File: src/rtl/uart_calc_pkg.sv
// Shared types and helpers for the UART calculator command/response controller.
// Optional build macro (used by uart_calc_ctrl): UART_CALC_CHECKSUM_EN.
package uart_calc_pkg;

  // RX_CHK and TX_CHK exist in every build so state encodings do not depend
  // on the checksum option.
  typedef enum logic [2:0] {
    IDLE   = 3'd0,
    RX_OPS = 3'd1,
    RX_CHK = 3'd2,
    CALC   = 3'd3,
    TX     = 3'd4,
    TX_CHK = 3'd5
  } state_t;

  // Reply sent instead of a result when a command's checksum does not match.
  localparam logic [7:0] NAK_BYTE = 8'hEE;

  // Widest supported operand/result, in bits.
  localparam int MAX_W = 64;

  // MSB-first byte extraction. The word is left-justified in 64 bits, so
  // idx 0 is always the most significant byte whatever the real width is.
  function automatic logic [7:0] byte_sel(input logic [MAX_W-1:0] word,
                                          input logic [2:0] idx);
    return word[8*(7-int'(idx)) +: 8];
  endfunction

endpackage

File: src/rtl/uart_calc_edge.sv
// Registered rising-edge detector for the uart receive-done level.
// Produces one strobe cycle per byte, one cycle after rx_done rises.
module uart_calc_edge (
  input  logic clk,
  input  logic rst_n,
  input  logic i_lvl,
  output logic o_stb
);

  logic r_lvl_d;
  logic r_stb;

  // Delay the level by one cycle and register the rise.
  always_ff @(posedge clk) begin
    if (!rst_n) begin
      r_lvl_d <= 1'b0;
      r_stb   <= 1'b0;
    end else begin
      r_lvl_d <= i_lvl;
      r_stb   <= i_lvl & ~r_lvl_d;
    end
  end

  assign o_stb = r_stb;

endmodule

File: src/rtl/uart_calc_ctrl.sv
// UART command/response controller for a pipelined arithmetic unit.
// Receives an opcode and NUM_OPS operands (MSB byte first), launches the
// unit, waits CALC_LAT cycles, and transmits the result MSB byte first.
// Optional build macro: UART_CALC_CHECKSUM_EN adds an XOR checksum byte to
// every received command and every transmitted result.
//
// state  | meaning
// IDLE   | waiting for an opcode byte
// RX_OPS | collecting operand bytes, inter-byte timeout armed
// RX_CHK | waiting for the command checksum byte (checksum builds only)
// CALC   | arithmetic unit running, counting latency
// TX     | sending result bytes, one per tx_done
// TX_CHK | sending the result checksum or the NAK byte
module uart_calc_ctrl
  import uart_calc_pkg::*;
#(
  parameter int DATA_W      = 32,
  parameter int NUM_OPS     = 2,
  parameter int CALC_LAT    = 14,
  parameter int TIMEOUT_CYC = 50000
) (
  input  logic                      clk,
  input  logic                      rst_n,
  input  logic                      rx_done,
  input  logic [7:0]                rx_data,
  input  logic                      tx_done,
  output logic                      send_data,
  output logic [7:0]                tx_data,
  output logic [7:0]                op_code,
  output logic [NUM_OPS*DATA_W-1:0] operands,
  output logic                      calc_start,
  input  logic [DATA_W-1:0]         result_in,
  output logic                      busy,
  output logic                      err_timeout,
  output logic                      err_overrun
);

  localparam int  BYTES     = DATA_W / 8;
  localparam int  TOT_BYTES = NUM_OPS * BYTES;
  localparam int  LSB_W     = $clog2(NUM_OPS * DATA_W);
  localparam bit  TO_EN     = (TIMEOUT_CYC > 0);
  localparam int  GAP_W     = TO_EN ? $clog2(TIMEOUT_CYC + 1) : 1;

  state_t                    r_state;
  logic [5:0]                r_byte_cnt;
  logic [7:0]                r_lat_cnt;
  logic [GAP_W-1:0]          r_gap_cnt;
  logic [2:0]                r_tx_idx;
  logic                      r_res_rdy;
  logic [DATA_W-1:0]         r_res_q;
  logic [7:0]                r_op_code;
  logic [7:0]                r_tx_data;
  logic [NUM_OPS*DATA_W-1:0] r_operands;
  logic                      r_send;
  logic                      r_calc_start;
  logic                      r_err_to;
  logic                      r_err_ov;

  logic                      w_rx_stb;
  logic [MAX_W-1:0]          w_res_left;
  logic [LSB_W-1:0]          w_wr_lsb;
  logic                      w_last_rx;
  logic                      w_last_tx;
  logic                      w_timeout;

`ifdef UART_CALC_CHECKSUM_EN
  logic [7:0]                r_chk;
  logic [7:0]                w_res_chk;
`endif

  uart_calc_edge u_edge (
    .clk   (clk),
    .rst_n (rst_n),
    .i_lvl (rx_done),
    .o_stb (w_rx_stb)
  );

  // Byte placement, end-of-frame and timeout decodes.
  always_comb begin
    w_res_left = MAX_W'(r_res_q) << (MAX_W - DATA_W);
    w_wr_lsb   = LSB_W'((int'(r_byte_cnt) / BYTES) * DATA_W
                      + (BYTES - 1 - (int'(r_byte_cnt) % BYTES)) * 8);
    w_last_rx  = (r_byte_cnt == 6'(TOT_BYTES - 1));
    w_last_tx  = (r_tx_idx == 3'(BYTES - 1));
    w_timeout  = TO_EN && (r_gap_cnt == GAP_W'(TIMEOUT_CYC));
  end

`ifdef UART_CALC_CHECKSUM_EN
  // XOR of all result bytes, sent after the last result byte.
  always_comb begin
    w_res_chk = 8'h00;
    for (int i = 0; i < BYTES; i++) begin
      w_res_chk = w_res_chk ^ r_res_q[8*i +: 8];
    end
  end
`endif

  // Command/response sequencer; all outputs are registered here.
  always_ff @(posedge clk) begin
    if (!rst_n) begin
      r_state      <= IDLE;
      r_byte_cnt   <= '0;
      r_lat_cnt    <= '0;
      r_gap_cnt    <= '0;
      r_tx_idx     <= '0;
      r_res_rdy    <= 1'b0;
      r_res_q      <= '0;
      r_op_code    <= '0;
      r_tx_data    <= '0;
      r_operands   <= '0;
      r_send       <= 1'b0;
      r_calc_start <= 1'b0;
      r_err_to     <= 1'b0;
      r_err_ov     <= 1'b0;
`ifdef UART_CALC_CHECKSUM_EN
      r_chk        <= '0;
`endif
    end else begin
      r_send       <= 1'b0;
      r_calc_start <= 1'b0;
      r_err_to     <= 1'b0;
      r_err_ov     <= 1'b0;

      case (r_state)
        IDLE: begin
          if (w_rx_stb) begin
            r_op_code  <= rx_data;
            r_byte_cnt <= '0;
            r_gap_cnt  <= '0;
`ifdef UART_CALC_CHECKSUM_EN
            r_chk      <= rx_data;
`endif
            r_state    <= RX_OPS;
          end
        end

        RX_OPS: begin
          // Expiry beats a byte arriving in the same cycle.
          if (w_timeout) begin
            r_err_to  <= 1'b1;
            r_gap_cnt <= '0;
            r_state   <= IDLE;
          end else if (w_rx_stb) begin
            r_operands[w_wr_lsb +: 8] <= rx_data;
            r_gap_cnt <= '0;
`ifdef UART_CALC_CHECKSUM_EN
            r_chk     <= r_chk ^ rx_data;
`endif
            if (w_last_rx) begin
              r_byte_cnt <= '0;
`ifdef UART_CALC_CHECKSUM_EN
              r_state    <= RX_CHK;
`else
              r_calc_start <= 1'b1;
              r_lat_cnt    <= '0;
              r_state      <= CALC;
`endif
            end else begin
              r_byte_cnt <= r_byte_cnt + 6'd1;
            end
          end else begin
            r_gap_cnt <= r_gap_cnt + 1'b1;
          end
        end

`ifdef UART_CALC_CHECKSUM_EN
        RX_CHK: begin
          if (w_timeout) begin
            r_err_to  <= 1'b1;
            r_gap_cnt <= '0;
            r_state   <= IDLE;
          end else if (w_rx_stb) begin
            r_gap_cnt <= '0;
            if (rx_data == r_chk) begin
              r_calc_start <= 1'b1;
              r_lat_cnt    <= '0;
              r_state      <= CALC;
            end else begin
              // Bad frame: no launch, answer with a lone NAK byte.
              r_tx_data <= NAK_BYTE;
              r_send    <= 1'b1;
              r_state   <= TX_CHK;
            end
          end else begin
            r_gap_cnt <= r_gap_cnt + 1'b1;
          end
        end
`endif

        CALC: begin
          if (w_rx_stb) r_err_ov <= 1'b1;
          // lat_cnt reads k in the k-th cycle after calc_start, so the
          // capture samples result_in exactly CALC_LAT cycles after launch.
          if (r_res_rdy) begin
            r_res_rdy <= 1'b0;
            r_lat_cnt <= '0;
            r_tx_idx  <= '0;
            r_tx_data <= byte_sel(w_res_left, 3'd0);
            r_send    <= 1'b1;
            r_state   <= TX;
          end else if (r_lat_cnt == 8'(CALC_LAT)) begin
            r_res_q   <= result_in;
            r_res_rdy <= 1'b1;
          end else begin
            r_lat_cnt <= r_lat_cnt + 8'd1;
          end
        end

        TX: begin
          if (w_rx_stb) r_err_ov <= 1'b1;
          if (tx_done) begin
            if (w_last_tx) begin
              r_tx_idx  <= '0;
`ifdef UART_CALC_CHECKSUM_EN
              r_tx_data <= w_res_chk;
              r_send    <= 1'b1;
              r_state   <= TX_CHK;
`else
              r_state   <= IDLE;
`endif
            end else begin
              r_tx_idx  <= r_tx_idx + 3'd1;
              r_tx_data <= byte_sel(w_res_left, r_tx_idx + 3'd1);
              r_send    <= 1'b1;
            end
          end
        end

        TX_CHK: begin
          if (w_rx_stb) r_err_ov <= 1'b1;
          if (tx_done) r_state <= IDLE;
        end

        default: r_state <= IDLE;
      endcase
    end
  end

  assign send_data   = r_send;
  assign tx_data     = r_tx_data;
  assign op_code     = r_op_code;
  assign operands    = r_operands;
  assign calc_start  = r_calc_start;
  assign busy        = (r_state != IDLE);
  assign err_timeout = r_err_to;
  assign err_overrun = r_err_ov;

endmodule
File: config.mk
export PLATFORM = sky130hd
export DESIGN_NAME = uart_calc_ctrl
export DESIGN_NICKNAME = d
export VERILOG_FILES = /design/src/rtl/uart_calc_pkg.sv /design/src/rtl/uart_calc_edge.sv /design/src/rtl/uart_calc_ctrl.sv
export SDC_FILE = /design/constraint.sdc
export NUM_CORES = 1
export LEC_CHECK = 0
export ABC_CLOCK_PERIOD_IN_PS = 4230
export BUFFER_PORTS_ARGS = -buffer_cell sky130_fd_sc_hd__buf_4
export CORE_ASPECT_RATIO = 1.25
export CORE_MARGIN = 5
export CORE_UTILIZATION = 40
export CTS_CLUSTER_SIZE = 24
export DETAILED_ROUTE_END_ITERATION = 16
export PLACE_DENSITY = 0.62
export SLEW_MARGIN = 20
export SYNTH_ARGS = -nofsm -noshare
export SYNTH_HDL_FRONTEND = slang
export SYNTH_SLANG_ARGS = --single-unit
File: constraint.sdc
create_clock -name clk -period 4.23 [get_ports clk]
set_input_delay 1.0575 -clock clk [delete_from_list [all_inputs] [get_ports clk]]
set_output_delay 1.0575 -clock clk [all_outputs]
set_load 0.02 [all_outputs]
==> impl_metrics.env <==
export IMPL_tightest_slew_ns=1.02
export IMPL_drive_gt1_share_pct=22.8
export IMPL_clkSinkCount=155
export IMPL_finalSetupViolCount=0
export IMPL_cts_tree="yes"
export IMPL_use_met2_pct=30.1
export IMPL_timing_final_crit_share_pct=59.3
export IMPL_synth_ff_latch_count=155
export IMPL_cts_resized=0
export IMPL_avgSynthCellArea_um2=9.35
export IMPL_leakage_nw=3.54
export IMPL_rsz0062_at_grt="no"
export IMPL_fin_cells=1065
export IMPL_dp_hpwl_um=11500
export IMPL_syn_area_mm2=0.00677
export IMPL_cp_max_fo=15
export IMPL_grt_max_degree=79
export IMPL_crit_buf_inv=2
export IMPL_final_area_mm2=0.00855
export IMPL_power_density_mw_per_mm2=395
export IMPL_grt_pass1_wl_um=27000
export IMPL_nets=888
export IMPL_status="finished, final reports clean"
export IMPL_postSynthCellCount=724
export IMPL_wl_um=16700
export IMPL_placed_area_mm2=0.00785
export IMPL_vias_per_cell=5.20
export IMPL_synth_seq_area_share_pct=45.8
export IMPL_gr_max_usage_layer="met2"
export IMPL_cts_path_max_buffers=2
export IMPL_first_global_vias=5381
export IMPL_reg2regPathDepth=5
export IMPL_ioPinCount=129
export IMPL_slew_viol_final=0
export IMPL_fin_worst_skew_ns=0.0132
export IMPL_io_buffers=128
export IMPL_cts_setup_buffers=0
export IMPL_die_h_um=155
export IMPL_first_pass_iters=4
export IMPL_drv_cap=0
export IMPL_cts_root_buf="clkbuf_16"
export IMPL_ys_async_sr_fraction_pct=0
export IMPL_hold_viol=0
export IMPL_coreArea_mm2=0.0167
export IMPL_antenna_found_initial=0
export IMPL_initial_core_util_pct=40.5
export IMPL_max_freq_ghz=0.398
export IMPL_synth_cell_types=60
export IMPL_pre_cts_slack_ns=1.59
export IMPL_clk_pin_slew_ns=0.06
export IMPL_gp_congestion=0.781
export IMPL_cts_inserted_buffers=17
export IMPL_synth_edf_count=0
export IMPL_use_met3_pct=4.22
export IMPL_dieArea_mm2=0.0196
export IMPL_finalPower_mw=3.38
export IMPL_ir_worst_vdd_uv=265
export IMPL_period_needed_ns=2.51
export IMPL_grt_ovfl_total=0
export IMPL_die_w_um=126
export IMPL_critPathTopFamily="flip-flops"
export IMPL_whs_ns=0.384
export IMPL_dr_first_iter_drc_count=243
export IMPL_wl_per_cell_um=15.6
export IMPL_track_usage_pct=16.7
export IMPL_path_cells="inv_1 -> nand2_1 -> buf_4"
export IMPL_grt_use_met1_pct=19.2
export IMPL_area_delta_synth_final_pct=26.3
export IMPL_hold_buffers=0
export IMPL_crit_type="reg2out"
export IMPL_dp_cells=1033
export IMPL_htree_levels=4
export IMPL_max_stage_delay_ns=0.60
export IMPL_nFillCells=1615
export IMPL_yosys_warnings=0
export IMPL_setup_slack_ns=1.72
export IMPL_syn_nets=780
export IMPL_slew_headroom_pct=31.9
export IMPL_drcViolationCount=0
export IMPL_start_kind="flip-flop"
export IMPL_vias=5540
export IMPL_ant_nets=0
export IMPL_cp_data_required_time_ns=3.17
export IMPL_clock_latency_ns=0.43
export IMPL_antenna_cells=0
export IMPL_min_delay_path_depth=1
export IMPL_hold_path_class="reg2reg"
export IMPL_cp_depth=3
export IMPL_crit_slowest_cell="dfxtp_1"
export IMPL_cp_arrival_ns=1.45
export IMPL_timing_setup_tns_ns=0
export IMPL_num_rows=53
export IMPL_synth_main_ff_cell="dfxtp_1"
export IMPL_endpoint_kind="output port"
export IMPL_final_util_pct=51.2
-- where the power goes --
| group | internal [mW] | switching (mW) |
|---|---|---|
| Clock | 1.13 | 0.645 |
| Combinational | 0.0514 | 0.0830 |
| Sequential | 1.47 | 0.00797 |
-- kinds of logic (layout without fill, tap and decap cells) --
kind of cell	after synthesis	count (layout)	share of synthesized area, %
fa+ha+maj	12	12	2.22
mux	101	101	16.4
simple gates	281	281	21.1
buf+inv	59	180	3.59
xor+xnor	9	9	1.16
flops	155	155	45.8
compound gates	107	107	9.65
-- Yosys cell counts (all sizes together) (3+ instances only) --
master	number	area share (%)
dfxtp	155	46
nand2	105	5.8
mux2i	92	14
nor2	49	2.7
nand3	48	3.8
a21oi	45	3.3
clkbuf	29	1.6
o21ai	25	1.8
inv	16	0.89
buf	14	1.1
ha	12	2.2
nor3	12	1.6
a22oi	8	0.89
and3	8	0.74
mux4	8	2.7
or3	7	0.65
xnor2	7	0.91
nand3b	6	0.67
nand4	6	0.55
nor4	6	0.55
nand2b	5	0.46
o22ai	5	0.46
a311oi	4	0.52
and2	4	0.37
nor3b	4	0.44
o31ai	4	0.65
or2	3	0.28
or3b	3	0.39
or4	3	0.33
-- sequential cells by signal (all words and copies together), names as in the netlist, 3 cells and up --
signal      flops
operands       64
r_res_q        32
r_gap_cnt      16
op_code         8
r_lat_cnt       8
tx_data         8
r_byte_cnt      6
r_state         3
r_tx_idx        3
-- cells in the final DEF (no fill, tap or decap), types with 4 or more instances in the layout --
cell type    n
mux2i_1     92
inv_1       15
nor3_1       7
o22ai_1      5
nor2_1      49
nand2b_1     5
nand2_1    105
clkbuf_16   17
ha_1        12
a311oi_1     4
nand3b_1     6
o21ai_0     25
dfxtp_1    155
nor4_1       6
bufinv_16    6
or3_1        7
and2_1       4
xnor2_1      7
a22oi_1      8
a21oi_1     45
nor3_4       4
nand3_1     45
buf_4      132
nand4_1      6
mux4_2       8
and3_1       8
-- final timing paths --
| check | start | endpoint | slack, ns |
|---|---|---|---|
| setup / recovery | r_state[0] | busy | 1.72 |
| hold / removal | u_edge.r_lvl_d | u_edge.o_stb | 0.38 |
| setup reg to reg | r_byte_cnt[0] | operands[7] | 1.73 |
| hold reg to reg | u_edge.r_lvl_d | u_edge.o_stb | 0.38 |
-- worst reg2reg max path: stages (launching register included) --
cell and delay, ns:
dfxtp_1 0.50, ha_1 0.28, ha_1 0.33, or4b_1 0.59
nor3_4 0.47, mux2i_1 0.25
-- per-layer routing --
metal / up-vias / part of all wire (%) / routed length, µm
met5: - / 0 / 0
met4: 0 / 1.8 / 295
met3: 18 / 5.9 / 983
met2: 123 / 51 / 8540
met1: 2602 / 41 / 6840
li1: 2797 / - / -
-- area by class of cell --
| cell class | instances | area (µm²) | area share (%) |
|---|---|---|---|
| clock inverters | 14 | 256 | 3.00 |
| clock buffers | 18 | 429 | 5.02 |
| well taps | 220 | 275 | 3.22 |
| flip-flops and latches | 155 | 3100 | 36.3 |
| repair buffers | 132 | 991 | 11.6 |
| inverters | 16 | 60.1 | 0.702 |
| multi-input cells | 510 | 3430 | 40.2 |
Note: power is estimated with default switching activity, not from simulation.
